File: src/rtl/disp_pkg.sv
// Shared definitions for the multiplexed 7-segment display scanner.
//   - SEG_BLANK and the hex glyphs 0..F. Segments are active-low, bit order
//     abcdefg, with segment a in bit 6.
//   - Scan FSM state encoding.
//   - Width of the digit index (covers up to 8 digits).
package disp_pkg;

    localparam int DIGIT_IDX_W = 3;

    localparam logic [6:0] SEG_BLANK = 7'b1111111;

    localparam logic [6:0] SEG_0 = 7'b0000001;
    localparam logic [6:0] SEG_1 = 7'b1001111;
    localparam logic [6:0] SEG_2 = 7'b0010010;
    localparam logic [6:0] SEG_3 = 7'b0000110;
    localparam logic [6:0] SEG_4 = 7'b1001100;
    localparam logic [6:0] SEG_5 = 7'b0100100;
    localparam logic [6:0] SEG_6 = 7'b0100000;
    localparam logic [6:0] SEG_7 = 7'b0001111;
    localparam logic [6:0] SEG_8 = 7'b0000000;
    localparam logic [6:0] SEG_9 = 7'b0000100;
    localparam logic [6:0] SEG_A = 7'b0001000;
    localparam logic [6:0] SEG_B = 7'b1100000;
    localparam logic [6:0] SEG_C = 7'b0110001;
    localparam logic [6:0] SEG_D = 7'b1000010;
    localparam logic [6:0] SEG_E = 7'b0110000;
    localparam logic [6:0] SEG_F = 7'b0111000;

    typedef enum logic [1:0] {
        IDLE  = 2'd0,
        BLANK = 2'd1,
        SHOW  = 2'd2
    } scan_state_e;

endpackage

File: src/rtl/seg7_hex_decode.sv
// Combinational hex nibble to active-low 7-segment glyph.
// Ports:
//   nibble  in   4  hex digit 0..F
//   seg     out  7  segments abcdefg, active-low (a = bit 6)
module seg7_hex_decode
    import disp_pkg::*;
(
    input  logic [3:0] nibble,
    output logic [6:0] seg
);

    always_comb begin
        seg = SEG_BLANK;
        case (nibble)
            4'h0: seg = SEG_0;
            4'h1: seg = SEG_1;
            4'h2: seg = SEG_2;
            4'h3: seg = SEG_3;
            4'h4: seg = SEG_4;
            4'h5: seg = SEG_5;
            4'h6: seg = SEG_6;
            4'h7: seg = SEG_7;
            4'h8: seg = SEG_8;
            4'h9: seg = SEG_9;
            4'hA: seg = SEG_A;
            4'hB: seg = SEG_B;
            4'hC: seg = SEG_C;
            4'hD: seg = SEG_D;
            4'hE: seg = SEG_E;
            4'hF: seg = SEG_F;
            default: seg = SEG_BLANK;
        endcase
    end

endmodule

File: src/rtl/display_scan_ctrl.sv
// Time-multiplexed scanner for common-anode 7-segment digits sharing one
// segment bus. Each digit slot is BLANK_CYCLES dark cycles (anti-ghosting)
// followed by REFRESH_DIV-BLANK_CYCLES lit cycles. New values are staged in a
// pending register and committed only at a frame boundary or while idle.
//
// Optional build macro: LEADING_ZERO_BLANK_EN -- blanks zero digits above the
// most significant nonzero digit (digit 0 is always shown).
//
// Ports:
//   iclk       in   1             system clock
//   irst       in   1             synchronous reset, active-high
//   iEnable    in   1             1 = scan, 0 = dark (registers retained)
//   iValue     in   4*NUM_DIGITS  hex value, nibble k -> digit k
//   iLoad      in   1             capture iValue into the pending register
//   oAck       out  1             one-cycle pulse when pending is committed
//   oAn        out  NUM_DIGITS    digit enables, active-low
//   oSeg       out  7             segments abcdefg, active-low
//   oDigitIdx  out  3             index of the current digit slot
//
// Load/ack handshake: iLoad is a fire-and-forget request with no back
// pressure; every iLoad is accepted in the cycle it is high and replaces any
// value still pending. oAck pulses once, the cycle after the pending value is
// committed, so several loads before a commit yield a single oAck.
module display_scan_ctrl
    import disp_pkg::*;
#(
    parameter int NUM_DIGITS   = 4,
    parameter int REFRESH_DIV  = 50000,
    parameter int BLANK_CYCLES = 16
) (
    input  logic                    iclk,
    input  logic                    irst,
    input  logic                    iEnable,
    input  logic [4*NUM_DIGITS-1:0] iValue,
    input  logic                    iLoad,
    output logic                    oAck,
    output logic [NUM_DIGITS-1:0]   oAn,
    output logic [6:0]              oSeg,
    output logic [DIGIT_IDX_W-1:0]  oDigitIdx
);

    localparam int VAL_W = 4 * NUM_DIGITS;
    localparam int CNT_W = $clog2(REFRESH_DIV);
    localparam logic [CNT_W-1:0]       CNT_LAST   = CNT_W'(REFRESH_DIV - 1);
    localparam logic [CNT_W-1:0]       BLANK_LAST = CNT_W'(BLANK_CYCLES - 1);
    localparam logic [DIGIT_IDX_W-1:0] IDX_LAST   = DIGIT_IDX_W'(NUM_DIGITS - 1);

    scan_state_e            state_q, state_d;
    logic [CNT_W-1:0]       cnt_q, cnt_d;
    logic [DIGIT_IDX_W-1:0] idx_q, idx_d;
    logic                   commit;

    logic [VAL_W-1:0]       committed_q;
    logic [VAL_W-1:0]       pend_q;
    logic                   pend_flag_q;

    logic                   ack_q;
    logic [NUM_DIGITS-1:0]  an_q;
    logic [6:0]             seg_q;

    logic [3:0]             nibble;
    logic [6:0]             glyph;
    logic                   blank_digit;

    // ---------------- scan FSM: state, slot counter, digit index ----------
    always_ff @(posedge iclk) begin
        if (irst) begin
            state_q <= IDLE;
            cnt_q   <= '0;
            idx_q   <= '0;
        end else begin
            state_q <= state_d;
            cnt_q   <= cnt_d;
            idx_q   <= idx_d;
        end
    end

    // The slot counter runs 0..REFRESH_DIV-1 across the whole slot; BLANK
    // covers the first BLANK_CYCLES counts and SHOW the remainder.
    always_comb begin
        state_d = state_q;
        cnt_d   = cnt_q;
        idx_d   = idx_q;
        commit  = 1'b0;
        if (!iEnable) begin
            state_d = IDLE;
            cnt_d   = '0;
            idx_d   = '0;
            commit  = (state_q == IDLE) && pend_flag_q;
        end else begin
            case (state_q)
                IDLE: begin
                    state_d = BLANK;
                    cnt_d   = '0;
                    idx_d   = '0;
                    commit  = pend_flag_q;
                end
                BLANK: begin
                    cnt_d = cnt_q + 1'b1;
                    if (cnt_q == BLANK_LAST) state_d = SHOW;
                end
                SHOW: begin
                    if (cnt_q == CNT_LAST) begin
                        cnt_d   = '0;
                        state_d = BLANK;
                        idx_d   = (idx_q == IDX_LAST) ? '0 : idx_q + 1'b1;
                        // Frame boundary: last digit's SHOW into digit 0's BLANK.
                        commit  = pend_flag_q && (idx_q == IDX_LAST);
                    end else begin
                        cnt_d = cnt_q + 1'b1;
                    end
                end
                default: begin
                    state_d = IDLE;
                    cnt_d   = '0;
                    idx_d   = '0;
                end
            endcase
        end
    end

    // ---------------- pending / committed value ---------------------------
    // A load coinciding with a commit lands in pending after the commit has
    // taken the old pending value, so the flag stays set for the new one.
    always_ff @(posedge iclk) begin
        if (irst) begin
            committed_q <= '0;
            pend_q      <= '0;
            pend_flag_q <= 1'b0;
        end else begin
            if (iLoad) pend_q <= iValue;
            if (iLoad)       pend_flag_q <= 1'b1;
            else if (commit) pend_flag_q <= 1'b0;
            if (commit) committed_q <= pend_q;
        end
    end

`ifdef LEADING_ZERO_BLANK_EN
    // Bit k set when nibble k and every nibble above it are zero (k >= 1).
    function automatic logic [NUM_DIGITS-1:0] lz_mask(input logic [VAL_W-1:0] v);
        logic [NUM_DIGITS-1:0] m;
        logic                  zero_above;
        m          = '0;
        zero_above = 1'b1;
        for (int k = NUM_DIGITS - 1; k >= 1; k--) begin
            zero_above = zero_above && (v[4*k +: 4] == 4'h0);
            m[k]       = zero_above;
        end
        return m;
    endfunction

    logic [NUM_DIGITS-1:0] mask_q;

    always_ff @(posedge iclk) begin
        if (irst)        mask_q <= lz_mask(VAL_W'(0));
        else if (commit) mask_q <= lz_mask(pend_q);
    end
`endif

    // ---------------- digit select and decode -----------------------------
    always_comb begin
        nibble      = 4'h0;
        blank_digit = 1'b0;
        for (int k = 0; k < NUM_DIGITS; k++) begin
            if (idx_q == DIGIT_IDX_W'(k)) begin
                nibble = committed_q[4*k +: 4];
`ifdef LEADING_ZERO_BLANK_EN
                blank_digit = mask_q[k];
`endif
            end
        end
    end

    seg7_hex_decode u_decode (
        .nibble (nibble),
        .seg    (glyph)
    );

    // ---------------- registered outputs ---------------------------------
    // Anodes and segments update together from the current state, one
    // cycle behind the FSM.
    always_ff @(posedge iclk) begin
        if (irst) begin
            ack_q <= 1'b0;
            an_q  <= '1;
            seg_q <= SEG_BLANK;
        end else begin
            ack_q <= commit;
            if (state_q == SHOW) begin
                an_q  <= ~(NUM_DIGITS'(1) << idx_q);
                seg_q <= blank_digit ? SEG_BLANK : glyph;
            end else begin
                an_q  <= '1;
                seg_q <= SEG_BLANK;
            end
        end
    end

    assign oAck      = ack_q;
    assign oAn       = an_q;
    assign oSeg      = seg_q;
    assign oDigitIdx = idx_q;

endmodule

File: config.mk
export PLATFORM = sky130hd
export DESIGN_NAME = display_scan_ctrl
export DESIGN_NICKNAME = d
export VERILOG_FILES = /design/src/rtl/disp_pkg.sv /design/src/rtl/seg7_hex_decode.sv /design/src/rtl/display_scan_ctrl.sv
export SDC_FILE = /design/constraint.sdc
export NUM_CORES = 1
export LEC_CHECK = 0
export ABC_AREA = 1
export CELL_PAD_IN_SITES_DETAIL_PLACEMENT = 0
export CELL_PAD_IN_SITES_GLOBAL_PLACEMENT = 2
export CORE_UTILIZATION = 37
export CTS_BUF_LIST = sky130_fd_sc_hd__clkbuf_8
export CTS_CLUSTER_DIAMETER = 100
export CTS_CLUSTER_SIZE = 28
export DETAILED_ROUTE_END_ITERATION = 6
export PLACE_DENSITY_LB_ADDON = 0.08
export SYNTH_ARGS = -nofsm -noshare
export SYNTH_HDL_FRONTEND = slang
export SYNTH_SLANG_ARGS = --single-unit
File: constraint.sdc
create_clock -name iclk -period 4.4 [get_ports iclk]
set_input_delay 0.88 -clock iclk [delete_from_list [all_inputs] [get_ports iclk]]
set_output_delay 0.88 -clock iclk [all_outputs]
set_load 0.005 [all_outputs]
After elaboration in Yosys (flattened, before gate mapping)
Memories as Yosys holds them, arrays and structs flattened. A register that Yosys moved wholly into a read port is not among the register bits. Cells that the tools add are included.

Bits in registers: 59. Bits in read-only memories: 112. Bits of input ports: 20. Output and inout port bits: 15. Memories: 1.

Memories: (no name shown) (depth 16, bits a word 7, rd ports 1, clocked after Yosys merged registers in 1, wr ports 0, RTL line seg7_hex_decode.sv:14) `case (nibble)`.

Add/sub/neg operators: 2. Eq/ne operators: 9. Shift-type cells: 1. Muxes and demuxes: 17. Bitwise operators: 4. Reductions and logical operators: 9.

Operators by type and width (count): $pmux W16 S2 (1); $add A16 B1 Y16 const B (1); $eq A16 B16 Y1 const B (1); $eq A16 B4 Y1 const B (1); $mux W16 (1); $mux W4 (4); $eq A3 B2 Y1 const B (2); $mux W3 (2); $pmux W2 S3 (1); $pmux W3 S2 (1); $mux W1 (4); $mux W2 (2); $ne A2 B2 Y1 const B (2); $not A4 Y4 (1); $reduce_and A2 Y1 (2); $reduce_or A2 Y1 (2); $shl A1 B3 Y4 const A (1); $add A3 B1 Y3 const B (1); $eq A3 B1 Y1 const B (1); $logic_not A3 Y1 (1); $not A1 Y1 (3); $eq A2 B1 Y1 const B (1); $eq A2 B2 Y1 const B (1); $logic_and A1 B1 Y1 (2); 3 further kinds (3).

Longest topological paths before layout
Gate-level depths: netlist of the first run.

Depth in word-level cells: 7. Gate-level depth with buffers: 15. Depth with buffers taken out: 15.

Modules after synthesis
A second synthesis of the first run with hierarchy kept.

Cells, all modules: 455. Area, all modules: 3216.8 um^2.

By module, submodules not included: display_scan_ctrl (times used 1, cells each 403, area each 2936.6 um^2, sequential area each 1321.3 um^2); seg7_hex_decode (times used 1, cells each 52, area each 280.3 um^2, sequential area each 0.0 um^2).

Worst setup path after synthesis of the first run
OpenSTA, ideal clock, no wires.

Path kind: reg2reg. Start: register idx_q[0] (netlist: oDigitIdx[0]). End: register seg_q[3] (netlist: oSeg[3]). Arrival: 1735 ps. Setup slack: 2528 ps. Cell stages (with the launch flop): 16. Buffers on the path: 0. Period minus slack after synthesis: 1872 ps. Cell sequence: dfxtp_1 -> inv_1 -> ha_1 -> inv_1 -> nor2_2 -> nand2_1 -> nand2_1 -> inv_1 -> nand2_1 -> nand2_1 -> inv_1 -> ha_1 -> nand3_1 -> nand2_1 -> nand2_1 -> nand3_1.

Word-level cells in the longest chain between the ends: 5.

RTL lines: start, declared (RTL line display_scan_ctrl.sv:50) `logic [DIGIT_IDX_W-1:0] idx_q, idx_d;`; start signal, assigned (RTL line display_scan_ctrl.sv:74) `idx_q <= idx_d;`; $logic_not A3 Y1 (RTL line display_scan_ctrl.sv:165) `if (idx_q == DIGIT_IDX_W'(k)) begin`; $mux W4 (3 in a row) (RTL line display_scan_ctrl.sv:165); $mux W4 (*) (RTL line display_scan_ctrl.sv:165); end, declared (RTL line display_scan_ctrl.sv:59) `logic [6:0] seg_q;`.

Mark *: on every way between the ends. The rest lies on a longest branch, timed or not. A chain may end at the register's enable or synchronous reset.

==> results of run 1 <==
## flip-flops by register name, indices dropped and copies added (netlist names)
name	flops
cnt_q	16
committed_q	16
pend_q	16
oSeg	7
oAn	4
oDigitIdx	3
state_q	2
oAck	1
pend_flag_q	1
## final timing paths
check	startpoint	endpoint	slack [ns]	cells after the start
min	cnt_q[0]	cnt_q[0]	0.45	1
max	iLoad	pend_q[4]	2.13	4
min reg2reg	cnt_q[0]	cnt_q[0]	0.45	1
max reg2reg	oDigitIdx[0]	oSeg[2]	2.18	14
## placed cells by master (no fill, tap or decap), types with 3 or more instances in the layout
master / count
o21ai_1: 3
nand3_1: 28
o21ai_0: 18
clkbuf_8: 10
xor2_1: 3
and3_1: 3
nand2_2: 6
clkdlybuf4s50_1: 34
ha_1: 15
nor2_2: 17
nor2_1: 76
nand2_1: 85
nand3_2: 3
nor3_2: 4
dfxtp_1: 66
inv_1: 38
nand2_4: 8
a21oi_2: 13
inv_2: 6
nor3_1: 5
nand3b_1: 17
a21oi_1: 14
## area by class of cell
cell class / instances / area, um2 / share of cell area (%)
Inverter: 46 / 175 / 4.36
Tap cell: 108 / 135 / 3.36
Multi-Input combinational cell: 330 / 1820 / 45.1
Clock buffer: 10 / 138 / 3.42
Timing Repair Buffer: 36 / 355 / 8.84
Clock inverter: 6 / 81.3 / 2.02
Sequential cell: 66 / 1320 / 32.9
## worst reg2reg max path: stages (launching register included)
cell     delay, ns
dfxtp_1       0.44
ha_1          0.31
inv_1         0.08
nor2_2        0.17
nand2_1       0.08
nand2_1       0.07
nand2_1       0.05
nand2_1       0.05
nand2_1       0.15
inv_1         0.15
ha_1          0.24
nand3_1       0.16
nor2_1        0.15
nor2_1        0.05
nand2_1       0.04
## where the power goes
| group | switching (uW) | internal (uW) |
|---|---|---|
| logic | 85.5 | 61.9 |
| registers | 13.4 | 620 |
| clock network | 243 | 331 |
| total | 342 | 1010 |
## synthesized netlist by cell type (all sizes together), types with 3 or more instances
library cell / count
and3: 3
nand2: 99
inv: 44
xor2: 3
nor3: 9
nor2: 95
nand3b: 17
ha: 15
o21ai: 21
a21oi: 27
clkbuf: 5
buf: 12
dfxtp: 66
nand3: 31
## cells by family (layout without fill, tap and decap cells)
| group | after synthesis | count (layout) | synth area share, % |
|---|---|---|---|
| buf+inv | 63 | 98 | 9.36 |
| fa+ha+maj | 15 | 15 | 5.42 |
| compound gates | 53 | 53 | 9.40 |
| simple gates | 258 | 258 | 36.6 |
| xor+xnor | 4 | 4 | 1.01 |
| flops | 66 | 66 | 38.2 |
## per-stage QoR
step                      cells  utilization (%)  total power (uW)  worst slack [ns]
after global placement      586             42.8               795              1.77
after CTS                   602             45.2              1370              2.11
final                       602             45.2              1350              2.13
after detailed placement    586             42.8               796              1.74
after floorplan             459                -               760              2.53
after global routing        602             45.2              1430              1.85
## layer usage
layer  track usage [%]  up-vias  routed length, um
met2              21.5       41               2670
met4              6.20        0                 65
li1                  -     1524                  -
met5                 0        -                  0
met1              25.1     1191               4250
met3              2.62        5                205
==> flow_metrics.py, run 1 <==
metrics = {
    "worst_setup_path": {
        "crit_path_max_fanout": 17,
        "path_buf_inv": 2,
        "path_cells": "clkdlybuf4s50_1 -> clkinv_1 -> nor2_1 -> nor2_1",
        "crit_type": "in2reg",
        "required_ns": 4.63,
        "crit_path_end_kind": "flip-flop",
        "critical_path_arrival_ns": 2.50,
        "path_common_cell": "nor2_1",
        "crit_slowest_cell": "clkdlybuf4s50_1",
        "crit_path_start_kind": "input port",
        "max_stage_delay_ns": 0.77,
        "cp_top_family": "buffers and inverters",
    },
    "global_routing": {
        "grt-ovfl-total": 0,
        "grt_antenna_before_repair": 0,
        "grt_max_degree": 35,
        "grt_pass1_vias": 2525,
        "grt_pass1_wl_um": 12500,
        "grt_usage_pct": 16.1,
    },
    "floorplanning": {
        "die-area_um2": 9740,
        "initial_core_util_pct": 38.9,
        "rows": 34,
        "die_y_um": 98.7,
        "ios": 35,
        "die_w_um": 98.7,
        "core_um2": 8890,
    },
    "clock_network": {
        "cts_root_buf": "clkbuf_8",
        "cts.sinks": 66,
        "cts.clk_slew.worst_paths_ns": 0.08,
        "postCtsHoldBufs": 0,
        "ctsLongestPathBuffers": 2,
        "cts_inserted_buffers": 9,
        "cts_tree": "done",
        "ctsResizeCount": 0,
        "clk_latency_ns": 0.34,
        "post_cts_buffers": 0,
        "h-tree-depth": 3,
    },
    "logic_synthesis": {
        "synth_top_area_cell": "dfxtp_1",
        "syn_nets": 494,
        "ys_warn_count": 0,
        "synth_area_per_cell_um2": 7.54,
        "synth.cell_area_um2": 3460,
        "ys_types": 36,
        "synth-seq-cells": 66,
        "synth_edf_count": 0,
        "ys_seq_area_share_pct": 38.2,
        "syn_inst": 459,
        "async_flop_share_pct": 0,
        "ys_top_cells_by_area": "dfxtp_1 (38%), nand2_1 (9.2%), nor2_1 (8.2%), ha_1 (5.4%), nand3_1 (4.0%)",
        "synth.top_cell.area_share_pct": 38.2,
        "synthFlopType": "dfxtp_1",
    },
    "sta": {
        "hold_viol": 0,
        "period_share_pct": 51.6,
        "worstMarginPinSlew_ns": 0.710,
        "final.min_clock_period_ns": 2.27,
        "fmax_ghz": 0.441,
        "drv_slew": 0,
        "setup_violations": 0,
        "timing.slew.headroom_pct": 52.5,
        "finalClockSkew_ns": 0.0166,
        "rsz0062_at_grt": "no",
        "setup-tns-final_ns": 0,
        "hold_slack_ns": 0.450,
    },
    "cells_and_area": {
        "fillers": 938,
        "diodes": 0,
        "syn2layout_area_growth_pct": 16.2,
        "fin_area_um2": 4020,
        "drive_gt1_share_pct": 15.6,
        "final_nets": 524,
    },
    "drt": {
        "drt-wirelength-per-cell_um": 11.9,
        "vias_per_cell": 4.59,
        "first_pass_iters": 4,
        "drcViolationCount": 0,
        "wirelength_um": 7190,
        "ant_nets": 0,
        "drt-initial-drc-count": 79,
        "vias": 2761,
    },
    "place": {
        "gp_congestion": 0.781,
        "placed_area_um2": 3800,
        "detailed_place_hpwl_um": 5130,
        "port_buffers": 34,
    },
    "pwr": {
        "power_density_nw_per_um2": 337,
        "peakVddDrop_v": 0.000128,
        "power_leakage_uw": 0.00167,
    },
    "run_status": {
        "status": "complete, no violations",
    },
    "job": {
        "cap_violations": 0,
    },
    "worst_hold_path": {
        "min_path_type": "reg2reg",
    },
}
No activity file was read; power rests on OpenSTA's default activity.
==> run 2: changes to the inputs <==
CORE_UTILIZATION = 34   (was 37)
clock period = 2.3 ns   (was 4.4 ns; I/O delays follow)
==> run 2 against run 1 <==
Against the previous run:
- setup slack worse by 1.9 ns
- cell count grew 4.3%
- via count rose by 1.7%
- clock-buffer cell count did not move
- non-clock buffer count grew 2
- total power up 99%
- clock skew is 0.0096 ns lower
- hold slack worse by 0.014 ns
- sequential cell count did not move
- sequential power grew 91%
- utilization decreased by 3.5 points
- critical path depth rose by 9
- critical path type is now reg2reg
- largest cell class unchanged
- highest routed layer unchanged
==> flow_metrics.py, run 2 (synthesis gave the netlist of run 1 again) <==
metrics = {
    "run_status": {
        "status": "complete, no violations",
    },
    "clock_network": {
        "ctsLongestPathBuffers": 2,
        "cts_tree": "done",
        "clk_latency_ns": 0.35,
        "cts_inserted_buffers": 9,
        "postCtsHoldBufs": 0,
        "cts.clk_slew.worst_paths_ns": 0.07,
        "cts.sinks": 66,
        "cts_root_buf": "clkbuf_8",
        "h-tree-depth": 3,
    },
    "cells_and_area": {
        "fillers": 1069,
        "mostFrequentLayoutCell": "nand2_1",
        "final_nets": 526,
        "syn2layout_area_growth_pct": 18.5,
        "final_core_util_pct": 41.8,
        "reg_top3": "cnt_q x16, committed_q x16, pend_q x16",
        "diodes": 0,
        "mostFrequentLayoutCells": "nand2_1 (84), nor2_1 (76), dfxtp_1 (65), inv_1 (37), clkdlybuf4s50_1 (34)",
        "drive_gt1_share_pct": 16.8,
    },
    "worst_setup_path": {
        "cp_top_family": "simple AND/OR/NAND/NOR gates",
        "crit_path_max_fanout": 6,
        "path_buf_inv": 3,
        "required_ns": 2.53,
        "crit_path_start_kind": "flip-flop",
        "rrSetupSlack_ns": 0.21,
        "crit_path_end_kind": "flip-flop",
        "crit_type": "reg2reg",
        "path_cells": "inv_1 -> ha_2 -> inv_1 -> nor2_2 -> nand2_1 -> nand3_1 -> a21oi_2 -> inv_1 -> ha_1 -> nand3_1 -> nand2_1 -> nand2_1 -> nand3_1",
        "crit_slowest_cell": "dfxtp_1",
        "critical_path_arrival_ns": 2.32,
        "max_stage_delay_ns": 0.40,
    },
    "sta": {
        "fmax_ghz": 0.479,
        "final.min_clock_period_ns": 2.09,
        "setup_violations": 0,
        "setup-tns-final_ns": 0,
        "setup_slack_ns": 0.213,
        "finalClockSkew_ns": 0.00707,
        "hold_slack_ns": 0.436,
        "hold_viol": 0,
        "rsz0062_at_grt": "no",
        "worstMarginPinSlew_ns": 0.467,
        "drv_slew": 0,
        "timing.slew.headroom_pct": 68.7,
        "period_share_pct": 90.7,
    },
    "job": {
        "cap_violations": 0,
    },
    "floorplanning": {
        "die_w_um": 103,
        "ios": 35,
        "initial_core_util_pct": 35.2,
        "rows": 36,
        "die_y_um": 103,
        "core_um2": 9820,
        "die-area_um2": 10600,
    },
    "global_routing": {
        "grt_usage_pct": 15.6,
        "grt_pass1_vias": 2632,
        "grt_pass1_wl_um": 12500,
        "grt_antenna_before_repair": 0,
        "grt-ovfl-total": 0,
        "grt_max_degree": 35,
    },
    "pwr": {
        "peakVddDrop_v": 0.000325,
        "total_power_uw": 2690,
        "power_leakage_uw": 0.00168,
        "power_density_nw_per_um2": 657,
    },
    "place": {
        "detailed_place_hpwl_um": 5170,
        "place_ws_ns": 0.115,
        "gp_congestion": 0.766,
        "port_buffers": 34,
    },
    "drt": {
        "drt-wirelength-per-cell_um": 11.6,
        "first_pass_iters": 4,
        "vias_per_cell": 4.47,
        "ant_nets": 0,
        "wirelength_um": 7300,
        "vias": 2809,
        "drt-initial-drc-count": 59,
        "drcViolationCount": 0,
    },
    "worst_hold_path": {
        "min_path_type": "reg2reg",
    },
}
## run 2: cell count changes in the layout (fill, tap and decap cells not counted), sizes merged
| cell | delta |
|---|---|
| buf | +2 |
| bufinv | +1 |
| clkinv | -1 |
| inv | -1 |
## run 2: layer usage
metal,vias to the layer above,routed length [um],global-route usage (%)
met3,11,230,3.12
met2,48,2830,21.7
met4,0,177,8.78
met5,-,0,0
met1,1222,4060,22.3
li1,1528,-,-
## run 2: area by class of cell
cell class,count,area (um2),share of cell area [%]
Inverter,46,175,4.27
Tap cell,133,166,4.06
Clock buffer,10,138,3.36
Multi-Input combinational cell,330,1830,44.5
Sequential cell,66,1320,32.3
Timing Repair Buffer,38,370,9.03
Clock inverter,5,103,2.50
## run 2: worst paths after layout
check | from | end | cells after the start
min reg2reg | cnt_q[0] | cnt_q[0] | 1
max reg2reg | oDigitIdx[1] | oSeg[6] | 13
min | cnt_q[0] | cnt_q[0] | 1
max | oDigitIdx[1] | oSeg[6] | 13
## run 2: what timing repair did
action | CTS | global route
endpoints found under the hold margin | 0 | 0
gates resized for setup | 0 | 4
endpoints found under the setup margin | 0 | 6
setup buffers | 0 | 0
## run 2: metrics by stage
stage	std cells	cell area, um2
2_1_floorplan	459	3460
3_3_place_gp	613	3850
3_5_place_dp	613	3850
4_1_cts	628	4090
5_1_grt	628	4100
6_report	628	4100
## run 2: power by group
group / switching [uW] / leakage [uW] / internal (uW)
registers: 24.8 / 0.000540 / 1190
clock network: 458 / 0.000118 / 742
logic: 163 / 0.00103 / 120
total: 646 / 0.00168 / 2050
